$ cat config.mk
export PLATFORM = sky130hd
export DESIGN_NAME = video_scanout_flat
export DESIGN_NICKNAME = d
export VERILOG_FILES = /design/src/rtl/video_pkg.sv /design/src/rtl/video_scanout_if.sv /design/src/rtl/video_timing.sv /design/src/rtl/video_scanout.sv /design/src/flat_wrapper.sv
export SDC_FILE = /design/constraint.sdc
export NUM_CORES = 1
export LEC_CHECK = 0
export CORE_MARGIN = 1.5
export CORE_UTILIZATION = 55
export DETAILED_ROUTE_END_ITERATION = 8
export DONT_BUFFER_PORTS = 1
export PLACE_DENSITY = 0.7
export REMOVE_ABC_BUFFERS = 1
export SYNTH_ARGS = -nofsm -noshare
export SYNTH_HDL_FRONTEND = slang
export SYNTH_SLANG_ARGS = --single-unit
$ cat constraint.sdc
create_clock -name clk -period 2.8 [get_ports clk]
set_input_delay 0.56 -clock clk [delete_from_list [all_inputs] [get_ports clk]]
set_output_delay 0.56 -clock clk [all_outputs]
set_load 0.05 [all_outputs]
$ cat src/rtl/video_pkg.sv
// Shared timing defaults, derived totals and pixel types for the scan-out block.
package video_pkg;

  localparam int H_ACTIVE_DEF = 640;
  localparam int H_FP_DEF     = 16;
  localparam int H_SYNC_DEF   = 96;
  localparam int H_BP_DEF     = 48;
  localparam int V_ACTIVE_DEF = 480;
  localparam int V_FP_DEF     = 10;
  localparam int V_SYNC_DEF   = 2;
  localparam int V_BP_DEF     = 33;

  localparam int H_TOTAL_DEF = H_ACTIVE_DEF + H_FP_DEF + H_SYNC_DEF + H_BP_DEF;
  localparam int V_TOTAL_DEF = V_ACTIVE_DEF + V_FP_DEF + V_SYNC_DEF + V_BP_DEF;

  localparam int ADDR_W = 19;

  typedef logic [23:0] rgb_t;

  typedef enum logic {
    SW_IDLE,
    SW_PEND
  } swap_state_e;

endpackage

$ cat src/rtl/video_scanout_if.sv
// Frame-buffer and display-side signals of the scan-out block.
interface video_scanout_if;

  logic [video_pkg::ADDR_W-1:0] rd_addr;
  logic                         rd_data;
  logic                         swap_req;
  logic                         swap;
  logic                         vblank;
  logic                         hsync;
  logic                         vsync;
  logic                         de;
  video_pkg::rgb_t              rgb;

  modport master (
    output rd_addr, swap, vblank, hsync, vsync, de, rgb,
    input  rd_data, swap_req
  );

  modport slave (
    input  rd_addr, swap, vblank, hsync, vsync, de, rgb,
    output rd_data, swap_req
  );

endinterface

$ cat src/rtl/video_timing.sv
// Horizontal/vertical counters and undelayed sync, active-area and vblank flags.
module video_timing import video_pkg::*; #(
  parameter int  H_ACTIVE = H_ACTIVE_DEF,
  parameter int  H_FP     = H_FP_DEF,
  parameter int  H_SYNC   = H_SYNC_DEF,
  parameter int  H_BP     = H_BP_DEF,
  parameter int  V_ACTIVE = V_ACTIVE_DEF,
  parameter int  V_FP     = V_FP_DEF,
  parameter int  V_SYNC   = V_SYNC_DEF,
  parameter int  V_BP     = V_BP_DEF,
  localparam int H_TOTAL  = H_ACTIVE + H_FP + H_SYNC + H_BP,
  localparam int V_TOTAL  = V_ACTIVE + V_FP + V_SYNC + V_BP,
  localparam int HW       = $clog2(H_TOTAL + 1),
  localparam int VW       = $clog2(V_TOTAL + 1)
) (
  input  logic          clk,
  input  logic          rst_n,
  output logic [HW-1:0] h_cnt,
  output logic [VW-1:0] v_cnt,
  output logic          active,
  output logic          hs_pulse,
  output logic          vs_pulse,
  output logic          vblank
);

  logic h_last;
  logic v_last;

  assign h_last = (h_cnt == HW'(H_TOTAL - 1));
  assign v_last = (v_cnt == VW'(V_TOTAL - 1));

  always_ff @(posedge clk or negedge rst_n) begin
    if (!rst_n) begin
      h_cnt <= '0;
      v_cnt <= '0;
    end else begin
      h_cnt <= h_last ? '0 : h_cnt + HW'(1);
      if (h_last) begin
        v_cnt <= v_last ? '0 : v_cnt + VW'(1);
      end
    end
  end

  // Sync pulses are kept active-high here; the top inverts them at the pins.
  assign active   = (h_cnt < HW'(H_ACTIVE)) && (v_cnt < VW'(V_ACTIVE));
  assign hs_pulse = (h_cnt >= HW'(H_ACTIVE + H_FP)) && (h_cnt < HW'(H_ACTIVE + H_FP + H_SYNC));
  assign vs_pulse = (v_cnt >= VW'(V_ACTIVE + V_FP)) && (v_cnt < VW'(V_ACTIVE + V_FP + V_SYNC));
  assign vblank   = (v_cnt >= VW'(V_ACTIVE));

endmodule

$ cat src/rtl/video_scanout.sv
// Frame-buffer scan-out: linear read address, latency-matched sync/de/rgb, swap arbitration.
// state   | meaning
// SW_IDLE | no buffer swap requested
// SW_PEND | renderer finished a frame; swap at next vblank entry
module video_scanout import video_pkg::*; #(
  parameter int   H_ACTIVE   = H_ACTIVE_DEF,
  parameter int   H_FP       = H_FP_DEF,
  parameter int   H_SYNC     = H_SYNC_DEF,
  parameter int   H_BP       = H_BP_DEF,
  parameter int   V_ACTIVE   = V_ACTIVE_DEF,
  parameter int   V_FP       = V_FP_DEF,
  parameter int   V_SYNC     = V_SYNC_DEF,
  parameter int   V_BP       = V_BP_DEF,
  parameter int   RD_LATENCY = 1,
  parameter rgb_t FG         = 24'hFFFFFF,
  parameter rgb_t BG         = 24'h000000
) (
  input logic             clk,
  input logic             rst_n,
  video_scanout_if.master bus
);

  localparam int H_TOTAL = H_ACTIVE + H_FP + H_SYNC + H_BP;
  localparam int V_TOTAL = V_ACTIVE + V_FP + V_SYNC + V_BP;
  localparam int HW      = $clog2(H_TOTAL + 1);
  localparam int VW      = $clog2(V_TOTAL + 1);

  logic [HW-1:0]     h_cnt;
  logic [VW-1:0]     v_cnt;
  logic              active, hs_pulse, vs_pulse, vblank_raw;
  logic              frame_end, at_entry;
  logic [ADDR_W-1:0] addr_q;
  logic [2:0]        raw_sig, tap_sig;
  logic [2:0]        dly_q [RD_LATENCY:0];
  rgb_t              rgb_q;
  swap_state_e       state_q, state_d;
  logic              swap_d;

  video_timing #(
    .H_ACTIVE (H_ACTIVE), .H_FP (H_FP), .H_SYNC (H_SYNC), .H_BP (H_BP),
    .V_ACTIVE (V_ACTIVE), .V_FP (V_FP), .V_SYNC (V_SYNC), .V_BP (V_BP)
  ) u_timing (
    .clk      (clk),
    .rst_n    (rst_n),
    .h_cnt    (h_cnt),
    .v_cnt    (v_cnt),
    .active   (active),
    .hs_pulse (hs_pulse),
    .vs_pulse (vs_pulse),
    .vblank   (vblank_raw)
  );

  assign frame_end = (h_cnt == HW'(H_TOTAL - 1)) && (v_cnt == VW'(V_TOTAL - 1));
  assign at_entry  = (h_cnt == '0) && (v_cnt == VW'(V_ACTIVE));

  // Running pixel index replaces v*H_ACTIVE+h; it parks on blanking clocks.
  always_ff @(posedge clk or negedge rst_n) begin
    if (!rst_n) begin
      addr_q <= '0;
    end else if (frame_end) begin
      addr_q <= '0;
    end else if (active) begin
      addr_q <= addr_q + ADDR_W'(1);
    end
  end

  assign raw_sig = {hs_pulse, vs_pulse, active};

  always_ff @(posedge clk or negedge rst_n) begin
    if (!rst_n) begin
      for (int i = 0; i <= RD_LATENCY; i++) dly_q[i] <= '0;
    end else begin
      dly_q[0] <= raw_sig;
      for (int i = 1; i <= RD_LATENCY; i++) dly_q[i] <= dly_q[i-1];
    end
  end

  // rgb is built from the de that lines up with rd_data, then registered once more.
  generate
    if (RD_LATENCY == 0) begin : g_tap_raw
      assign tap_sig = raw_sig;
    end else begin : g_tap_dly
      assign tap_sig = dly_q[RD_LATENCY-1];
    end
  endgenerate

  always_ff @(posedge clk or negedge rst_n) begin
    if (!rst_n) begin
      rgb_q <= '0;
    end else begin
      rgb_q <= tap_sig[0] ? (bus.rd_data ? FG : BG) : '0;
    end
  end

  always_ff @(posedge clk or negedge rst_n) begin
    if (!rst_n) state_q <= SW_IDLE;
    else        state_q <= state_d;
  end

  always_comb begin
    state_d = state_q;
    swap_d  = 1'b0;
    case (state_q)
      SW_IDLE: begin
        if (at_entry && bus.swap_req) swap_d  = 1'b1;
        else if (bus.swap_req)        state_d = SW_PEND;
      end
      SW_PEND: begin
        if (at_entry) begin
          swap_d  = 1'b1;
          state_d = SW_IDLE;
        end
      end
      default: state_d = SW_IDLE;
    endcase
  end

  assign bus.rd_addr = addr_q;
  assign bus.swap    = swap_d;
  assign bus.vblank  = vblank_raw;
  assign bus.hsync   = ~dly_q[RD_LATENCY][2];
  assign bus.vsync   = ~dly_q[RD_LATENCY][1];
  assign bus.de      = dly_q[RD_LATENCY][0];
  assign bus.rgb     = rgb_q;

endmodule

$ cat src/flat_wrapper.sv
// flat-port wrapper written by rule: the top's interface ports become plain ports
module video_scanout_flat import video_pkg::*;
#(
  parameter int   H_ACTIVE   = H_ACTIVE_DEF,
  parameter int   H_FP       = H_FP_DEF,
  parameter int   H_SYNC     = H_SYNC_DEF,
  parameter int   H_BP       = H_BP_DEF,
  parameter int   V_ACTIVE   = V_ACTIVE_DEF,
  parameter int   V_FP       = V_FP_DEF,
  parameter int   V_SYNC     = V_SYNC_DEF,
  parameter int   V_BP       = V_BP_DEF,
  parameter int   RD_LATENCY = 1,
  parameter rgb_t FG         = 24'hFFFFFF,
  parameter rgb_t BG         = 24'h000000
)
  (clk, rst_n, bus_rd_addr, bus_swap, bus_vblank, bus_hsync, bus_vsync, bus_de, bus_rgb, bus_rd_data, bus_swap_req);
  video_scanout_if bus_i ();
  input logic clk;
  input logic rst_n;
  output wire logic [$bits(bus_i.rd_addr)-1:0] bus_rd_addr;
  output wire logic [$bits(bus_i.swap)-1:0] bus_swap;
  output wire logic [$bits(bus_i.vblank)-1:0] bus_vblank;
  output wire logic [$bits(bus_i.hsync)-1:0] bus_hsync;
  output wire logic [$bits(bus_i.vsync)-1:0] bus_vsync;
  output wire logic [$bits(bus_i.de)-1:0] bus_de;
  output wire logic [$bits(bus_i.rgb)-1:0] bus_rgb;
  input wire logic [$bits(bus_i.rd_data)-1:0] bus_rd_data;
  input wire logic [$bits(bus_i.swap_req)-1:0] bus_swap_req;
  assign bus_rd_addr = bus_i.rd_addr;
  assign bus_swap = bus_i.swap;
  assign bus_vblank = bus_i.vblank;
  assign bus_hsync = bus_i.hsync;
  assign bus_vsync = bus_i.vsync;
  assign bus_de = bus_i.de;
  assign bus_rgb = bus_i.rgb;
  assign bus_i.rd_data = bus_rd_data;
  assign bus_i.swap_req = bus_swap_req;
  video_scanout #(.H_ACTIVE(H_ACTIVE), .H_FP(H_FP), .H_SYNC(H_SYNC), .H_BP(H_BP), .V_ACTIVE(V_ACTIVE), .V_FP(V_FP), .V_SYNC(V_SYNC), .V_BP(V_BP), .RD_LATENCY(RD_LATENCY), .FG(FG), .BG(BG)) u_core (.clk(clk), .rst_n(rst_n), .bus(bus_i));
endmodule
==> flow_summary.html, run 1 <==
<table>
<tr><th>Metric</th><th>Value</th></tr>
<tr><th colspan="2">Yosys</th></tr>
<tr><td>Netlist area before placement</td><td>0.00249 mm^2</td></tr>
<tr><td>Mean post-synth cell area</td><td>9.93 um^2</td></tr>
<tr><td>Cell type contributing the most total cell area after synthesis</td><td>dfrtp_1</td></tr>
<tr><td>Post-synthesis sequential element count</td><td>between 40 and 50</td></tr>
<tr><td>Netlist cell types</td><td>43</td></tr>
<tr><td>Post-synth top area share</td><td>0.472</td></tr>
<tr><td>Leading post-synthesis cells by cell area</td><td>dfrtp_1 (47%), buf_4 (6.9%), xnor2_1 (3.9%)</td></tr>
<tr><td>Sequential cell area fraction in the yosys report</td><td>0.472</td></tr>
<tr><td>Count of mapped cells out of synthesis</td><td>251</td></tr>
<tr><td>Total of warnings raised by yosys</td><td>0</td></tr>
<tr><th colspan="2">GRT</th></tr>
<tr><td>GRT Util Overall</td><td>0.194</td></tr>
<tr><td>Via count of the first global-routing pass</td><td>1672</td></tr>
<tr><td>Final global-route overflow total</td><td>0</td></tr>
<tr><td>Maximum number of pins on one net before global-route repair</td><td>48</td></tr>
<tr><td>First-pass GRT wire length</td><td>roughly 7700 um</td></tr>
<tr><td>Antenna violations before repair</td><td>0</td></tr>
<tr><th colspan="2">Route</th></tr>
<tr><td>First-iteration detailed-routing DRC count</td><td>190</td></tr>
<tr><td>Routed Wire Length</td><td>around 4500 um</td></tr>
<tr><td>Vias/cell</td><td>5.95</td></tr>
<tr><td>DR DRC count</td><td>0</td></tr>
<tr><td>Average detailed-routed wire length per instance</td><td>15.1 um</td></tr>
<tr><td>Count of TritonRoute iterations in the first routing pass</td><td>4</td></tr>
<tr><td>Number of nets still failing antenna checks after routing</td><td>0</td></tr>
<tr><td>Count of vias placed by the detailed router</td><td>approximately 1800</td></tr>
<tr><th colspan="2">Critical path</th></tr>
<tr><td>Required time of the critical path</td><td>2240 ps</td></tr>
<tr><td>Data arrival time of the critical path</td><td>~1800 ps</td></tr>
<tr><td>Max stage delay on crit path</td><td>around 470 ps</td></tr>
<tr><td>RR Startpoint</td><td>u_core.bus.rd_addr[11]</td></tr>
<tr><td>Critical path launch point</td><td>u_core.u_timing.v_cnt[5]</td></tr>
<tr><td>Most common cell type on the critical path</td><td>nand4_1</td></tr>
<tr><td>Startpoint-to-endpoint class of the critical path</td><td>reg2out</td></tr>
<tr><td>Register-to-register path setup slack</td><td>660 ps</td></tr>
<tr><td>Endpoint class of the critical path</td><td>primary output</td></tr>
<tr><td>Sort of element at the start of the critical path</td><td>register</td></tr>
<tr><td>Capture point of the worst path</td><td>bus_swap</td></tr>
<tr><td>Worst reg-to-reg path cell count</td><td>4</td></tr>
<tr><td>Critical path cell sequence</td><td>nand4_1 -&gt; nor4_1 -&gt; nand4_1 -&gt; nor2_1 -&gt; buf_4</td></tr>
<tr><td>Master of the slowest instance on the critical path</td><td>dfrtp_1</td></tr>
<tr><td>R2r endpoint</td><td>u_core.bus.rd_addr[16]</td></tr>
<tr><td>Maximum net fanout on the critical path</td><td>7</td></tr>
<tr><th colspan="2">STA</th></tr>
<tr><td>RSZ-0062 raised after global routing</td><td>false</td></tr>
<tr><td>Maximum clock frequency</td><td>between 400 and 500 MHz</td></tr>
<tr><td>Setup violation total in the final timing report</td><td>0</td></tr>
<tr><td>Worst-case hold slack</td><td>87.5 ps</td></tr>
<tr><td>Setup skew after layout</td><td>9.40 ps</td></tr>
<tr><td>Hold Vio Cnt, Final</td><td>0</td></tr>
<tr><td>Number of max-slew violations in the final report</td><td>0</td></tr>
<tr><td>Tcrit/Tclk final</td><td>0.836</td></tr>
<tr><td>Worst slew margin relative to its limit</td><td>0.461</td></tr>
<tr><td>Slew of the pin with the lowest slew margin</td><td>815 ps</td></tr>
<tr><td>Post-route minimum period</td><td>2340 ps</td></tr>
<tr><td>Worst setup margin</td><td>roughly 460 ps</td></tr>
<tr><th colspan="2">Clock tree</th></tr>
<tr><td>Worst-Skew Late Latency</td><td>300 ps</td></tr>
<tr><td>CTS Buffer Depth</td><td>2</td></tr>
<tr><td>Gates resized, CTS repair</td><td>0</td></tr>
<tr><td>Number of clock sinks</td><td>47</td></tr>
<tr><td>Total clock buffers created by CTS</td><td>5</td></tr>
<tr><td>Number of post-CTS setup repair buffers</td><td>0</td></tr>
<tr><td>Maximum level of the CTS H-tree</td><td>2</td></tr>
<tr><td>TritonCTS clock tree</td><td>done</td></tr>
<tr><td>Number of hold buffers added after cts</td><td>1</td></tr>
<tr><td>Clock slew at reported path FFs</td><td>90 ps</td></tr>
<tr><td>Root Buffer Master</td><td>clkbuf_8</td></tr>
<tr><th colspan="2">Place</th></tr>
<tr><td>DP Worst Slack</td><td>665 ps</td></tr>
<tr><td>Half-perimeter wire length after placement</td><td>2940 um</td></tr>
<tr><td>Cell Count Post-Placement</td><td>289</td></tr>
<tr><td>GPL Wtd Cong</td><td>0.760</td></tr>
<tr><td>IO Port Bufs</td><td>0</td></tr>
<tr><th colspan="2">Die</th></tr>
<tr><td>Die footprint</td><td>0.00495 mm^2</td></tr>
<tr><td>Y dimension of the die</td><td>70.3 um</td></tr>
<tr><td>DIE WIDTH</td><td>70.3 um</td></tr>
<tr><td>Effective utilization at floorplan</td><td>0.573</td></tr>
<tr><td>Total I/O pin count</td><td>52</td></tr>
<tr><td>Placement Rows</td><td>24</td></tr>
<tr><td>Core outline area</td><td>around 0.0044 mm^2</td></tr>
<tr><th colspan="2">Power and ir drop</th></tr>
<tr><td>Combinational share of power</td><td>0.081</td></tr>
<tr><td>Net switching share of the total power</td><td>0.266</td></tr>
<tr><td>Maximum vdd drop</td><td>0.231 mV</td></tr>
<tr><td>Flop pwr share</td><td>0.577</td></tr>
<tr><td>Total power</td><td>1.18 mW</td></tr>
<tr><td>Net load switching power</td><td>between 300 and 400 uW</td></tr>
<tr><td>Power density cells</td><td>450 mW/mm^2</td></tr>
<tr><td>Clock power frac</td><td>0.342</td></tr>
<tr><td>Static power due to leakage</td><td>around 1.1 nW</td></tr>
<tr><td>Internal portion of total power</td><td>867 uW</td></tr>
<tr><th colspan="2">Final layout</th></tr>
<tr><td>Area of the multi-input gates</td><td>0.00106 mm^2</td></tr>
<tr><td>Fraction of layout cells with a size suffix above 1</td><td>0.142</td></tr>
<tr><td>Final-stage net count</td><td>254</td></tr>
<tr><td>Area used by sequential logic in the layout</td><td>0.00118 mm^2</td></tr>
<tr><td>Ant. Diodes</td><td>0</td></tr>
<tr><td>Commonest non-fill, non-tap cells in the layout</td><td>dfrtp_1 (46), nor2_1 (22), buf_4 (15)</td></tr>
<tr><td>Number of fill cells in the layout</td><td>378</td></tr>
<tr><td>Most common cell after layout, fill and taps aside</td><td>dfrtp_1</td></tr>
<tr><td>Filler-free cell count of the finished design</td><td>298</td></tr>
<tr><td>Area overhead of the layout relative to synthesis</td><td>5.17%</td></tr>
<tr><th colspan="2">Status</th></tr>
<tr><td>Result of the run</td><td>finished, final reports clean</td></tr>
<tr><th colspan="2">Hold path</th></tr>
<tr><td>Type of the most critical hold path</td><td>in2async</td></tr>
<tr><th colspan="2">Flow run</th></tr>
<tr><td>Max Cap Violations</td><td>0</td></tr>
</table>
## critical path: cells and delay by family, from the launching register on
| family | cells | cell delay (ps) |
|---|---|---|
| DFF | 1 | 470 |
| and+or+nand+nor | 4 | 820 |
| buffers and inverters | 1 | 200 |
## routing by layer
metal,part of all wire,wire [um],track usage,up-vias
met2,0.47,2110,0.316,44
met5,0,0,0,-
li1,-,-,-,859
met3,0.053,239,0.0491,6
met4,0.012,55,0.0662,0
met1,0.46,2090,0.252,865
## cell families (layout without fill, tap and decap cells)
group,count (synthesis),after routing,synth area share
buffers and inverters,41,36,0.103
AND/OR/NAND/NOR,99,99,0.227
multiplexers,2,2,0.00903
XOR/XNOR,17,17,0.0597
adder cells (fa/ha/maj),5,5,0.0251
AO/OA/AOI/OAI,40,40,0.104
flip-flops,47,47,0.472
## final cells by class
class / count / share of cell area
sequential: 47 / 0.450
multi-input combinational: 163 / 0.404
timing repair buffer: 18 / 0.0744
clock buffer: 6 / 0.0277
tap: 52 / 0.0248
inverter: 10 / 0.0143
clock inverter: 2 / 0.00477
## power groups by stage
stage	Combinational [mW]	Sequential [mW]	Clock, mW
6_report	0.0955	0.681	0.405
5_1_grt	0.100	0.682	0.442
4_1_cts	0.0970	0.681	0.419
3_5_place_dp	0.0792	0.695	0
3_3_place_gp	0.0792	0.695	0
2_1_floorplan	0.000468	0.760	0
## how the worst min path moves through the flow
stage	start	to	slack, ps	cells past startpoint
3_5_place_dp	rst_n	u_core.bus.rd_addr[14]	270	0
4_1_cts	rst_n	u_core.bus.rd_addr[7]	110	1
2_1_floorplan	rst_n	u_core.bus.de	260	0
6_report	rst_n	u_core.bus.rd_addr[11]	90	1
5_1_grt	rst_n	u_core.bus.rd_addr[13]	110	1
3_3_place_gp	rst_n	u_core.bus.rd_addr[15]	270	0
## Yosys cell counts
cell and count:
or3_1 6, nor4b_1 1, inv_1 10, nor2_1 22, nand4bb_1 1, clkbuf_1 4
nand3_1 13, buf_6 2, dfrtp_1 47, o31ai_1 6, or4_1 3, a21oi_1 14
o41ai_1 4, buf_4 23, or4_4 1, and2_1 4, nor2b_1 1, or3_4 1
xor2_1 6, nor3_1 3, a22o_1 2, o21ai_0 7, buf_2 2, or2_2 1
and4b_1 1, a21boi_0 1, a21oi_2 2, xnor2_1 11, nor4_1 8, nand3b_1 1
or3b_1 1, or4b_4 1, nor3b_1 1, or3b_2 1, a41o_1 1, o21a_1 3
nand4_1 11, ha_1 5, and4_1 1, nand2_1 10, or4b_1 1, and3_1 5
mux2_2 2
## state kept, by name (all words and copies together) (netlist names)
register,count
u_core.state_q,1
u_core.bus.de,1
u_core.u_timing.v_cnt,10
u_core.dly_q,2
u_core.u_timing.h_cnt,10
u_core.bus.rgb,1
u_core.tap_sig,3
u_core.bus.rd_addr,19
## stage by stage
stage | util | TNS, ps | instance area [um^2]
finish | 0.602 | 0 | 2620
global route | 0.602 | 0 | 2620
CTS | 0.602 | 0 | 2620
detailed placement | 0.576 | 0 | 2510
global placement | 0.576 | 0 | 2510
floorplan | - | -124640 | 2270
No activity file was read; power rests on OpenSTA's default activity.
==> run 2: changes to the inputs <==
--- a/config.mk
+++ b/config.mk
@@ -9,7 +9,7 @@
 export CORE_UTILIZATION = 55
 export DETAILED_ROUTE_END_ITERATION = 8
 export DONT_BUFFER_PORTS = 1
-export PLACE_DENSITY = 0.7
+export PLACE_DENSITY = 0.73
 export REMOVE_ABC_BUFFERS = 1
 export SYNTH_ARGS = -nofsm -noshare
 export SYNTH_HDL_FRONTEND = slang
==> constraint.sdc (replaced) <==
create_clock -name clk -period 2 [get_ports clk]
set_input_delay 0.4 -clock clk [delete_from_list [all_inputs] [get_ports clk]]
set_output_delay 0.4 -clock clk [all_outputs]
set_load 0.05 [all_outputs]
==> run 2 against run 1 <==
Compared with the run above: the flow now finishes with violations (setup timing); utilization up 6.6 points; combinational power up 46%; register-to-register slack worse by 620 ps; die area unchanged; critical path depth up 1; power up 39%; first-iteration DRC count down 37%; wire length up 8.2%; worst hold slack better by 140 ps; largest power group unchanged; highest routed layer unchanged.
==> flow_summary.html, run 2 (synthesis gave the netlist of run 1 again) <==
<table>
<tr><th>Metric</th><th>Value</th></tr>
<tr><th colspan="2">Route</th></tr>
<tr><td>Count of TritonRoute iterations in the first routing pass</td><td>4 (unchanged)</td></tr>
<tr><td>Average detailed-routed wire length per instance</td><td>14.9 um (-1.4%)</td></tr>
<tr><td>DR DRC count</td><td>0 (unchanged)</td></tr>
<tr><td>First-iteration detailed-routing DRC count</td><td>120 (-37%)</td></tr>
<tr><td>Count of vias placed by the detailed router</td><td>1869 (+5.4%)</td></tr>
<tr><td>Routed Wire Length</td><td>4860 um (+8.2%)</td></tr>
<tr><td>Number of nets still failing antenna checks after routing</td><td>0 (unchanged)</td></tr>
<tr><td>Vias/cell</td><td>5.72 (-4.0%)</td></tr>
<tr><th colspan="2">Critical path</th></tr>
<tr><td>Critical path cell sequence</td><td>buf_6 -&gt; nand4_1 -&gt; nor4_2 -&gt; nand4_1 -&gt; nor2_1 -&gt; buf_6</td></tr>
<tr><td>Endpoint class of the critical path</td><td>primary output</td></tr>
<tr><td>Sort of element at the start of the critical path</td><td>register</td></tr>
<tr><td>Master of the slowest instance on the critical path</td><td>dfrtp_1</td></tr>
<tr><td>Data arrival time of the critical path</td><td>1720 ps (-60 ps)</td></tr>
<tr><td>Maximum net fanout on the critical path</td><td>3 (-4)</td></tr>
<tr><td>Required time of the critical path</td><td>1600 ps (-640 ps)</td></tr>
<tr><td>Max stage delay on crit path</td><td>380 ps (-90 ps)</td></tr>
<tr><td>Startpoint-to-endpoint class of the critical path</td><td>reg2out</td></tr>
<tr><th colspan="2">Clock tree</th></tr>
<tr><td>Number of clock sinks</td><td>47 (unchanged)</td></tr>
<tr><td>Total clock buffers created by CTS</td><td>5 (unchanged)</td></tr>
<tr><td>TritonCTS clock tree</td><td>done</td></tr>
<tr><td>Maximum level of the CTS H-tree</td><td>2 (unchanged)</td></tr>
<tr><td>Root Buffer Master</td><td>clkbuf_8</td></tr>
<tr><td>CTS Buffer Depth</td><td>2 (unchanged)</td></tr>
<tr><td>Clock slew at reported path FFs</td><td>90 ps (about the same)</td></tr>
<tr><td>Worst-Skew Late Latency</td><td>300 ps (about the same)</td></tr>
<tr><th colspan="2">GRT</th></tr>
<tr><td>First-pass GRT wire length</td><td>8380 um (+8.7%)</td></tr>
<tr><td>Maximum number of pins on one net before global-route repair</td><td>48 (unchanged)</td></tr>
<tr><td>Final global-route overflow total</td><td>0 (unchanged)</td></tr>
<tr><td>Antenna violations before repair</td><td>0 (unchanged)</td></tr>
<tr><td>Via count of the first global-routing pass</td><td>1871 (+12%)</td></tr>
<tr><td>GRT Util Overall</td><td>0.213 (+0.0192)</td></tr>
<tr><th colspan="2">STA</th></tr>
<tr><td>Worst-case hold slack</td><td>231 ps (+144 ps)</td></tr>
<tr><td>Post-route minimum period</td><td>2120 ps</td></tr>
<tr><td>Tcrit/Tclk final</td><td>1.06</td></tr>
<tr><td>Number of max-slew violations in the final report</td><td>0 (unchanged)</td></tr>
<tr><td>RSZ-0062 raised after global routing</td><td>true</td></tr>
<tr><td>Maximum clock frequency</td><td>between 400 and 500 MHz</td></tr>
<tr><td>Worst setup margin</td><td>-122 ps (-582 ps)</td></tr>
<tr><td>Setup violation total in the final timing report</td><td>1 (+1)</td></tr>
<tr><td>Total Neg Setup Slack</td><td>-122 ps (-122 ps)</td></tr>
<tr><td>Hold Vio Cnt, Final</td><td>0 (unchanged)</td></tr>
<tr><td>Slew of the pin with the lowest slew margin</td><td>506 ps (-309 ps)</td></tr>
<tr><td>Setup skew after layout</td><td>10.8 ps (+1.40 ps)</td></tr>
<tr><td>Worst slew margin relative to its limit</td><td>0.663 (+0.202)</td></tr>
<tr><th colspan="2">Power and ir drop</th></tr>
<tr><td>Total power</td><td>1.64 mW (+39%)</td></tr>
<tr><td>Maximum vdd drop</td><td>0.440 mV (+91%)</td></tr>
<tr><td>Internal portion of total power</td><td>1.22 mW (+41%)</td></tr>
<tr><td>Flop pwr share</td><td>0.583 (+0.006)</td></tr>
<tr><td>Net load switching power</td><td>419 uW (+33%)</td></tr>
<tr><td>Combinational share of power</td><td>0.085 (+0.004)</td></tr>
<tr><td>Clock power frac</td><td>0.333 (-0.009)</td></tr>
<tr><td>Power density cells</td><td>563 mW/mm^2 (+25%)</td></tr>
<tr><td>Net switching share of the total power</td><td>0.256 (-0.00999)</td></tr>
<tr><td>Static power due to leakage</td><td>1.30 nW (+15%)</td></tr>
<tr><th colspan="2">Final layout</th></tr>
<tr><td>Largest register FFs</td><td>19 (unchanged)</td></tr>
<tr><td>Most common cell after layout, fill and taps aside</td><td>dfrtp_1</td></tr>
<tr><td>Fraction of layout cells with a size suffix above 1</td><td>0.247 (+0.105)</td></tr>
<tr><td>Commonest non-fill, non-tap cells in the layout</td><td>dfrtp_1 (46), buf_4 (38), nor2_1 (22)</td></tr>
<tr><td>Number of fill cells in the layout</td><td>349 (-7.7%)</td></tr>
<tr><td>Filler-free cell count of the finished design</td><td>327 (+9.7%)</td></tr>
<tr><td>Final core utilization</td><td>0.668 (+0.0655)</td></tr>
<tr><td>Final-stage net count</td><td>283 (+11%)</td></tr>
<tr><td>Fin area</td><td>0.00291 mm^2 (+11%)</td></tr>
<tr><td>Area of the multi-input gates</td><td>0.00109 mm^2 (+3.1%)</td></tr>
<tr><td>Ant. Diodes</td><td>0 (unchanged)</td></tr>
<tr><td>Area overhead of the layout relative to synthesis</td><td>16.6%</td></tr>
<tr><td>Area used by sequential logic in the layout</td><td>0.00118 mm^2 (unchanged)</td></tr>
<tr><th colspan="2">Die</th></tr>
<tr><td>DIE WIDTH</td><td>70.3 um (unchanged)</td></tr>
<tr><td>Effective utilization at floorplan</td><td>0.573 (unchanged)</td></tr>
<tr><td>Y dimension of the die</td><td>70.3 um (unchanged)</td></tr>
<tr><td>Placement Rows</td><td>24 (unchanged)</td></tr>
<tr><td>Core outline area</td><td>0.00435 mm^2 (unchanged)</td></tr>
<tr><td>Total I/O pin count</td><td>52 (unchanged)</td></tr>
<tr><td>Die footprint</td><td>0.00495 mm^2 (unchanged)</td></tr>
<tr><th colspan="2">Place</th></tr>
<tr><td>Cell Count Post-Placement</td><td>309 (+6.9%)</td></tr>
<tr><td>GPL Wtd Cong</td><td>0.810 (+6.5%)</td></tr>
<tr><td>IO Port Bufs</td><td>0 (unchanged)</td></tr>
<tr><td>Instance area after placement</td><td>0.00269 mm^2 (+7.0%)</td></tr>
<tr><td>Half-perimeter wire length after placement</td><td>3310 um (+13%)</td></tr>
<tr><td>DP Worst Slack</td><td>91.5 ps (-573 ps)</td></tr>
<tr><th colspan="2">Flow run</th></tr>
<tr><td>Max Cap Violations</td><td>0 (unchanged)</td></tr>
<tr><th colspan="2">Status</th></tr>
<tr><td>Violations in the final reports</td><td>setup timing</td></tr>
<tr><td>Result of the run</td><td>finished, violations left</td></tr>
<tr><th colspan="2">Hold path</th></tr>
<tr><td>Type of the most critical hold path</td><td>in2reg</td></tr>
</table>
==> run 2: area by class of cell <==
class | count | share of cell area
clock buffers | 7 | 0.0262
repair buffers | 47 | 0.155
clock inverters | 1 | 0.00172
well taps | 52 | 0.0224
multi-input cells | 163 | 0.376
flip-flops and latches | 47 | 0.406
inverters | 10 | 0.0129
==> run 2: what timing repair did <==
| action | in CTS | in global routing |
|---|---|---|
| setup buffers | 6 | 5 |
| cloned | 0 | 0 |
| setup endpoints to repair | 1 | 2 |
| hold endpoints to repair | 47 | 0 |
| hold buffers | 2 | 0 |
| gates resized for setup | 4 | 5 |
| pin swaps | 2 | 2 |
==> run 2: final timing paths <==
kind / from / depth (start not counted) / slack (ps) / end
max: u_core.u_timing.v_cnt[8] / 6 / -120 / bus_swap
min in group asynchronous: rst_n / 2 / 590 / u_core.bus.rd_addr[16]
min reg2reg: u_core.tap_sig[2] / 0 / 350 / u_core.dly_q[5]
max in group asynchronous: rst_n / 2 / 1150 / u_core.bus.rgb[22]
min: bus_rd_data / 1 / 230 / u_core.bus.rgb[22]
max reg2reg: u_core.u_timing.v_cnt[8] / 5 / 40 / u_core.bus.rd_addr[15]
==> run 2: metal layers <==
metal / track usage / wire length, um
met3: 0.0577 / 192
met4: 0.0833 / 97
met5: 0 / 0
met2: 0.357 / 2450
met1: 0.260 / 2120
==> run 2: power groups by stage <==
| stage | clock network, mW | logic [mW] | registers [mW] |
|---|---|---|---|
| final | 0.545 | 0.139 | 0.954 |
| after global routing | 0.600 | 0.146 | 0.955 |
| after CTS | 0.561 | 0.141 | 0.954 |
| after detailed placement | 0 | 0.114 | 0.974 |
| after global placement | 0 | 0.114 | 0.974 |
| after floorplan | 0 | 0.000655 | 1.06 |
==> run 2: worst max-delay path: cells and delay by family (launching register included) <==
kind / cells / cell delay, ps
buffers and inverters: 2 / 280
DFF: 1 / 380
and+or+nand+nor: 4 / 760
